`src/rtl/counter_arbiter_if.sv`:
```
// Request/grant bus between two counter requesters and the counter_arbiter.
interface counter_arbiter_if #(
  parameter int COUNT_W = 8,
  parameter int STEP_W  = 4
);
  logic [1:0]         req;
  logic [1:0]         dir;
  logic [STEP_W-1:0]  step0;
  logic [STEP_W-1:0]  step1;
  logic               clr;
  logic [1:0]         gnt;
  logic [COUNT_W-1:0] count;
  logic               sat;
  logic               busy;

  modport master (
    output req, dir, step0, step1, clr,
    input  gnt, count, sat, busy
  );

  modport slave (
    input  req, dir, step0, step1, clr,
    output gnt, count, sat, busy
  );
endinterface

```
`src/rtl/counter_arbiter.sv`:
```
// Round-robin arbiter applying saturating inc/dec updates to a shared counter
// bounded to [0, MAX_COUNT]. Define COUNTER_ARB_SVA_EN to compile in the embedded assertions.
module counter_arbiter #(
  parameter int COUNT_W   = 8,
  parameter int MAX_COUNT = 100,
  parameter int STEP_W    = 4
) (
  input  logic            clk,
  input  logic            reset_n,
  counter_arbiter_if.slave bus
);

  localparam logic [COUNT_W:0]   MAX_X = (COUNT_W+1)'(MAX_COUNT);
  localparam logic [COUNT_W-1:0] MAX_C = COUNT_W'(MAX_COUNT);

  typedef enum logic {IDLE, GRANT} state_t;

  state_t             state;
  logic               ptr;
  logic [1:0]         gnt_q;
  logic [COUNT_W-1:0] count_q;
  logic               sat_q;
  logic               busy_q;

  logic               win;
  logic [STEP_W-1:0]  win_step;
  logic               win_dir;
  logic [COUNT_W:0]   upd;

  // Returns {clamped, next_count}; all arithmetic in COUNT_W+1 bits so the
  // increment overflow is visible before clamping.
  function automatic logic [COUNT_W:0] apply_step(
    input logic [COUNT_W-1:0] cur,
    input logic [STEP_W-1:0]  stp,
    input logic               up
  );
    logic [COUNT_W:0]   cur_x;
    logic [COUNT_W:0]   stp_x;
    logic [COUNT_W:0]   sum;
    logic [COUNT_W-1:0] diff;
    cur_x = {1'b0, cur};
    stp_x = {{(COUNT_W+1-STEP_W){1'b0}}, stp};
    sum   = cur_x + stp_x;
    diff  = cur - {{(COUNT_W-STEP_W){1'b0}}, stp};
    if (up) begin
      if (sum > MAX_X) return {1'b1, MAX_C};
      return {1'b0, sum[COUNT_W-1:0]};
    end
    if (stp_x > cur_x) return {1'b1, {COUNT_W{1'b0}}};
    return {1'b0, diff};
  endfunction

  // Prefer the requester not granted last; fall back to whoever is asking.
  always_comb begin
    win      = bus.req[~ptr] ? ~ptr : ptr;
    win_step = win ? bus.step1 : bus.step0;
    win_dir  = bus.dir[win];
    upd      = apply_step(count_q, win_step, win_dir);
  end

  always_ff @(posedge clk or negedge reset_n) begin
    if (!reset_n) begin
      state   <= IDLE;
      ptr     <= 1'b1;
      gnt_q   <= 2'b00;
      count_q <= '0;
      sat_q   <= 1'b0;
      busy_q  <= 1'b0;
    end else begin
      case (state)
        IDLE: begin
          if (bus.clr) begin
            count_q <= '0;
            gnt_q   <= 2'b00;
            sat_q   <= 1'b0;
            busy_q  <= 1'b0;
          end else if (|bus.req) begin
            gnt_q   <= win ? 2'b10 : 2'b01;
            count_q <= upd[COUNT_W-1:0];
            sat_q   <= upd[COUNT_W];
            ptr     <= win;
            busy_q  <= 1'b1;
            state   <= GRANT;
          end else begin
            gnt_q   <= 2'b00;
            sat_q   <= 1'b0;
            busy_q  <= 1'b0;
          end
        end
        GRANT: begin
          // The grant pulse always completes; clr only wipes the applied update.
          if (bus.clr) count_q <= '0;
          gnt_q  <= 2'b00;
          sat_q  <= 1'b0;
          busy_q <= 1'b0;
          state  <= IDLE;
        end
        default: state <= IDLE;
      endcase
    end
  end

  assign bus.gnt   = gnt_q;
  assign bus.count = count_q;
  assign bus.sat   = sat_q;
  assign bus.busy  = busy_q;

`ifdef COUNTER_ARB_SVA_EN
  a_count_max: assert property (@(posedge clk) disable iff (!reset_n)
    count_q <= MAX_C) else $error("count above MAX_COUNT");
  a_gnt_onehot: assert property (@(posedge clk) disable iff (!reset_n)
    $onehot0(gnt_q)) else $error("gnt not one-hot");
  a_gnt_gap: assert property (@(posedge clk) disable iff (!reset_n)
    |gnt_q |=> !(|gnt_q)) else $error("gnt high two cycles in a row");
  a_gnt0_req: assert property (@(posedge clk) disable iff (!reset_n)
    gnt_q[0] |-> $past(bus.req[0])) else $error("gnt[0] without req[0]");
  a_gnt1_req: assert property (@(posedge clk) disable iff (!reset_n)
    gnt_q[1] |-> $past(bus.req[1])) else $error("gnt[1] without req[1]");
  a_sat_gnt: assert property (@(posedge clk) disable iff (!reset_n)
    sat_q |-> |gnt_q) else $error("sat without gnt");
`else
  // Assertions excluded from this build.
`endif

endmodule
```
`src/flat_wrapper.sv`:
```
// flat-port wrapper written by rule: the top's interface ports become plain ports
module counter_arbiter_flat 
#(
  parameter int COUNT_W   = 8,
  parameter int MAX_COUNT = 100,
  parameter int STEP_W    = 4
)
  (clk, reset_n, bus_req, bus_dir, bus_step0, bus_step1, bus_clr, bus_gnt, bus_count, bus_sat, bus_busy);
  counter_arbiter_if #(.COUNT_W(COUNT_W), .STEP_W(STEP_W)) bus_i ();
  input  logic clk;
  input  logic reset_n;
  input wire logic [$bits(bus_i.req)-1:0] bus_req;
  input wire logic [$bits(bus_i.dir)-1:0] bus_dir;
  input wire logic [$bits(bus_i.step0)-1:0] bus_step0;
  input wire logic [$bits(bus_i.step1)-1:0] bus_step1;
  input wire logic [$bits(bus_i.clr)-1:0] bus_clr;
  output wire logic [$bits(bus_i.gnt)-1:0] bus_gnt;
  output wire logic [$bits(bus_i.count)-1:0] bus_count;
  output wire logic [$bits(bus_i.sat)-1:0] bus_sat;
  output wire logic [$bits(bus_i.busy)-1:0] bus_busy;
  assign bus_i.req = bus_req;
  assign bus_i.dir = bus_dir;
  assign bus_i.step0 = bus_step0;
  assign bus_i.step1 = bus_step1;
  assign bus_i.clr = bus_clr;
  assign bus_gnt = bus_i.gnt;
  assign bus_count = bus_i.count;
  assign bus_sat = bus_i.sat;
  assign bus_busy = bus_i.busy;
  counter_arbiter #(.COUNT_W(COUNT_W), .MAX_COUNT(MAX_COUNT), .STEP_W(STEP_W)) u_core (.clk(clk), .reset_n(reset_n), .bus(bus_i));
endmodule
```
`config.mk`:
```
export PLATFORM = sky130hd
export DESIGN_NAME = counter_arbiter_flat
export DESIGN_NICKNAME = d
export VERILOG_FILES = /design/src/rtl/counter_arbiter_if.sv /design/src/rtl/counter_arbiter.sv /design/src/flat_wrapper.sv
export SDC_FILE = /design/constraint.sdc
export NUM_CORES = 1
export LEC_CHECK = 0
export BUFFER_PORTS_ARGS = -buffer_cell sky130_fd_sc_hd__buf_2
export CAP_MARGIN = 30
export CORE_MARGIN = 2
export CORE_UTILIZATION = 50
export DETAILED_ROUTE_END_ITERATION = 8
export GPL_ROUTABILITY_DRIVEN = 0
export PLACE_DENSITY = 0.74
export SLEW_MARGIN = 20
export SYNTH_ARGS = -nofsm -noshare
export SYNTH_HDL_FRONTEND = slang
export SYNTH_SLANG_ARGS = --single-unit
```
`constraint.sdc`:
```
create_clock -name clk -period 3.7 [get_ports clk]
set_input_delay 0.74 -clock clk [delete_from_list [all_inputs] [get_ports clk]]
set_output_delay 0.74 -clock clk [all_outputs]
set_load 0.05 [all_outputs]
```
==> impl_results.md <==
- Status: finished clean
- Rows: 18
- CP Max Fanout: 8
- Cell count after placement: 198
- CP Depth: 10
- Sw Ratio: 54.1%
- DR vias/cell: 6.10
- Critical R2R Capture: u_core.bus.count[1]$_DFFE_PN0P_
- Detail Placement HPWL: 2510 um
- Largest family of logic cells by synthesized area: compound AO/OA/AOI/OAI gates
- Reg2reg setup slack: 250 ps
- Routed wire per std cell: 16.0 um
- Die area: 0.00297 sq mm
- Crit path cell chain: nor2b_1 -> or2_1 -> mux2_2 -> ha_1 -> a21oi_2 -> nand2_1 -> or3_1 -> a31oi_4 -> nor2_2 -> a31o_1
- Hold Fails Final Rpt: 0
- Final period util: 93.2%
- Setup ws final: 251 ps
- Clk sinks: 13
- Mux cell area share after synthesis: 3.53%
- Internal Pwr Total: 471 uW
- Total grt overflow: 0
- Synth warn: 0
- Starting Density: 52.0%
- Share of the yosys chip area belonging to registers: 25.6%
- Initial DRC count: 33
- Max-slew violation count: 0
- Vias in the first global route: 1155
- CTS buffer count: 3
- Clock Latency Late Sink: 280 ps
- Share of cells above drive strength 1: 26.7%
- Total negative setup slack: 0 ps
- H-Tree Level Count: 1
- RSZ-0062 raised after global routing: no
- CTS root buf: clkbuf_4
- Asr flop ratio synth: 100%
- First-pass GRT wire length: 5110 um
- Area Overhead vs Synth: 14.0%
- Detailed-route via count: 1232
- Post-route DRC: 0
- Critical Path Max Stage Delay: 550 ps
- Primary FF master, synth: dfrtp_1
- Pwr Total: 1.03 mW
- CTS tree: yes
- Actual slew at the worst max-slew pin: 641 ps
- Min Hold Slack: 330 ps
- Clock tree buffer depth: 2
- Worst reg2reg path startpoint: u_core.ptr$_DFFE_PN1P_
- CP bufs+invs: 0
- Proportion of power drawn by combinational gates: 67.5%
- Req. time, crit path: 3880 ps
- Crit end category: flop
- Power Dens Cells: 705 mW/mm^2
- Worst Setup SP: u_core.ptr$_DFFE_PN1P_
- Clk pwr share: 9.0%
- Post-DRT Antenna Nets: 0
- Syn Inst Count: 147
- Core area: 0.00245 sq mm
- Avg Cell Area, Syn: 8.68 sq um
- Minimum clock period: 3450 ps
- Synth Area in Adders: 12.9%
- Yosys cell types: 56
- Critical path type: flop to flop
- Area after DPL: 0.00143 sq mm
- Initial antenna violation count: 0
- Setup-failing EPs final: 0
- Antenna diodes: 0
- Max-Cap Viols: 0
- Worst r2r path cells: 10
- Xor/xnor cell area share of the yosys netlist: 2.06%
- Chip Height: 54.5 um
- EDFF count, synth: 0
- Leak: 0.696 nW
- Largest delay share family, worst path: simple AND/OR/NAND/NOR gates
- Slowest CP cell: dfstp_2
- Setup bufs post-CTS: 0
- Die outline width: 54.5 um
- Reg power frac: 23.6%
- Pre-antenna DRT Iters: 4
- # IOs: 27
- F_max: 290 MHz
- Syn Nets: 174
- Final Instance Count excl. Fillers: 202
- Final core utilization: 59.3%
- Startpoint types: flop
- Critical Path Sink: u_core.bus.count[1]$_DFFE_PN0P_
- WP data arrival: 3630 ps
- CTS clk-pin slew, worst paths: 80 ps
- Max_slew headroom: 57.2%
- NumNets Final: 200
- Psw: 555 uW
- Post_cts resized: 0
- Synth Cell Area: 0.00128 sq mm
- GRT Util Overall: 24.3%
- Cell area after layout: 0.00146 sq mm
- Pre-CTS setup slack: -0.536 ps
- Post-Synth Simple-Gate Area: 23.2%
- Compound-Gate Fraction of Synth Area: 27.6%
- FF+latch count, synth: 13
- Port bufs: 26
- Final clock skew: 2.61 ps
- Detailed Route WL: 3230 um
- Worst IR drop on VDD: 417 uV
- Largest net degree at the start of global routing: 14
- Cts hold-fix bufs: 0
- HP Class: input pin to async pin
==> logic make-up (layout without fill, tap and decap cells) <==
| logic type | count (synthesis) | in the layout |
|---|---|---|
| fa+ha+maj | 12 | 12 |
| mux | 4 | 4 |
| flops | 13 | 13 |
| xor+xnor | 3 | 3 |
| buf+inv | 17 | 42 |
| compound gates | 46 | 46 |
| simple gates | 52 | 52 |
==> worst min path at each step <==
stage / from / endpoint / depth (start not counted)
floorplan: reset_n / u_core.bus.count[0]$_DFFE_PN0P_ / 0
global placement: u_core.ptr$_DFFE_PN1P_ / u_core.ptr$_DFFE_PN1P_ / 2
detailed placement: u_core.ptr$_DFFE_PN1P_ / u_core.ptr$_DFFE_PN1P_ / 2
CTS: reset_n / u_core.state$_DFF_PN0_ / 1
global route: reset_n / u_core.bus.gnt[0]$_DFF_PN0_ / 1
finish: reset_n / u_core.bus.gnt[1]$_DFF_PN0_ / 1
==> power by group through the flow <==
stage	logic [mW]	registers, mW	clock network, mW
5_1_grt	0.751	0.252	0.102
2_1_floorplan	0.434	0.329	0
6_report	0.692	0.242	0.0919
4_1_cts	0.686	0.241	0.0928
3_5_place_dp	0.681	0.244	0
3_3_place_gp	0.671	0.243	0
==> worst reg2reg max path, delay by kind of cell, from the launching register on <==
kind	cells	cell delay [ps]
flops	1	550
simple gates	5	1230
fa+ha+maj	1	370
mux	1	410
compound gates	3	790
==> final cells by class <==
type                    count  area [sq um]
flip-flops and latches     13           327
well taps                  30          37.5
clock buffers               4          26.3
multi-input cells         117           886
repair buffers             27           138
inverters                  11          41.3
fillers                   230          1000
==> placed cells by master, fill, tap and decap left out, drive strengths merged, types with 3 or more instances in the layout <==
cell,synthesis,final
or3,3,3
or2,3,3
nor2b,3,3
dfrtp,12,12
mux2,4,4
ha,10,10
clkbuf,6,4
a21o,3,3
nand3,6,6
buf,0,27
o21ai,7,7
a31oi,3,3
o31ai,4,4
inv,11,11
nand2,9,9
nor3,3,3
a21oi,7,7
nor2,12,12
==> cell usage after synthesis, types with 2 or more instances <==
cell type	n	area [sq um]
inv_1	9	33.8
a211o_1	2	17.5
o21bai_1	2	15.0
nand3_1	5	25.0
nor2_1	11	41.3
inv_2	2	7.51
clkbuf_1	6	22.5
a31o_1	2	17.5
a21oi_1	5	25.0
or2_1	2	12.5
ha_1	10	125
o21ai_0	2	10.0
nand2_1	9	33.8
o31ai_1	4	30.0
o21ai_1	5	25.0
a21o_1	3	22.5
nor3_1	3	15.0
fa_1	2	40.0
or3_1	3	18.8
xnor2_1	2	17.5
a21oi_2	2	17.5
nor2b_1	3	18.8
a31oi_1	2	12.5
nand3b_1	2	15.0
o22ai_1	2	12.5
and3_1	2	12.5
and2_1	2	12.5
mux2_2	4	45.0
dfrtp_1	12	300
==> per-layer routing <==
metal,track usage [%],vias up,part of all wire [%]
met5,0,-,0
met4,8.75,0,2.4
met3,7.65,10,6.3
met2,39.8,48,49
met1,29.9,579,43
li1,-,595,-
==> registers in the layout, summed over array words and instances (netlist names) <==
name	count
u_core.bus.gnt	2
u_core.bus.count	8
u_core.bus.sat	1
u_core.state	1
u_core.ptr	1
No activity file was read; power rests on OpenSTA's default activity.
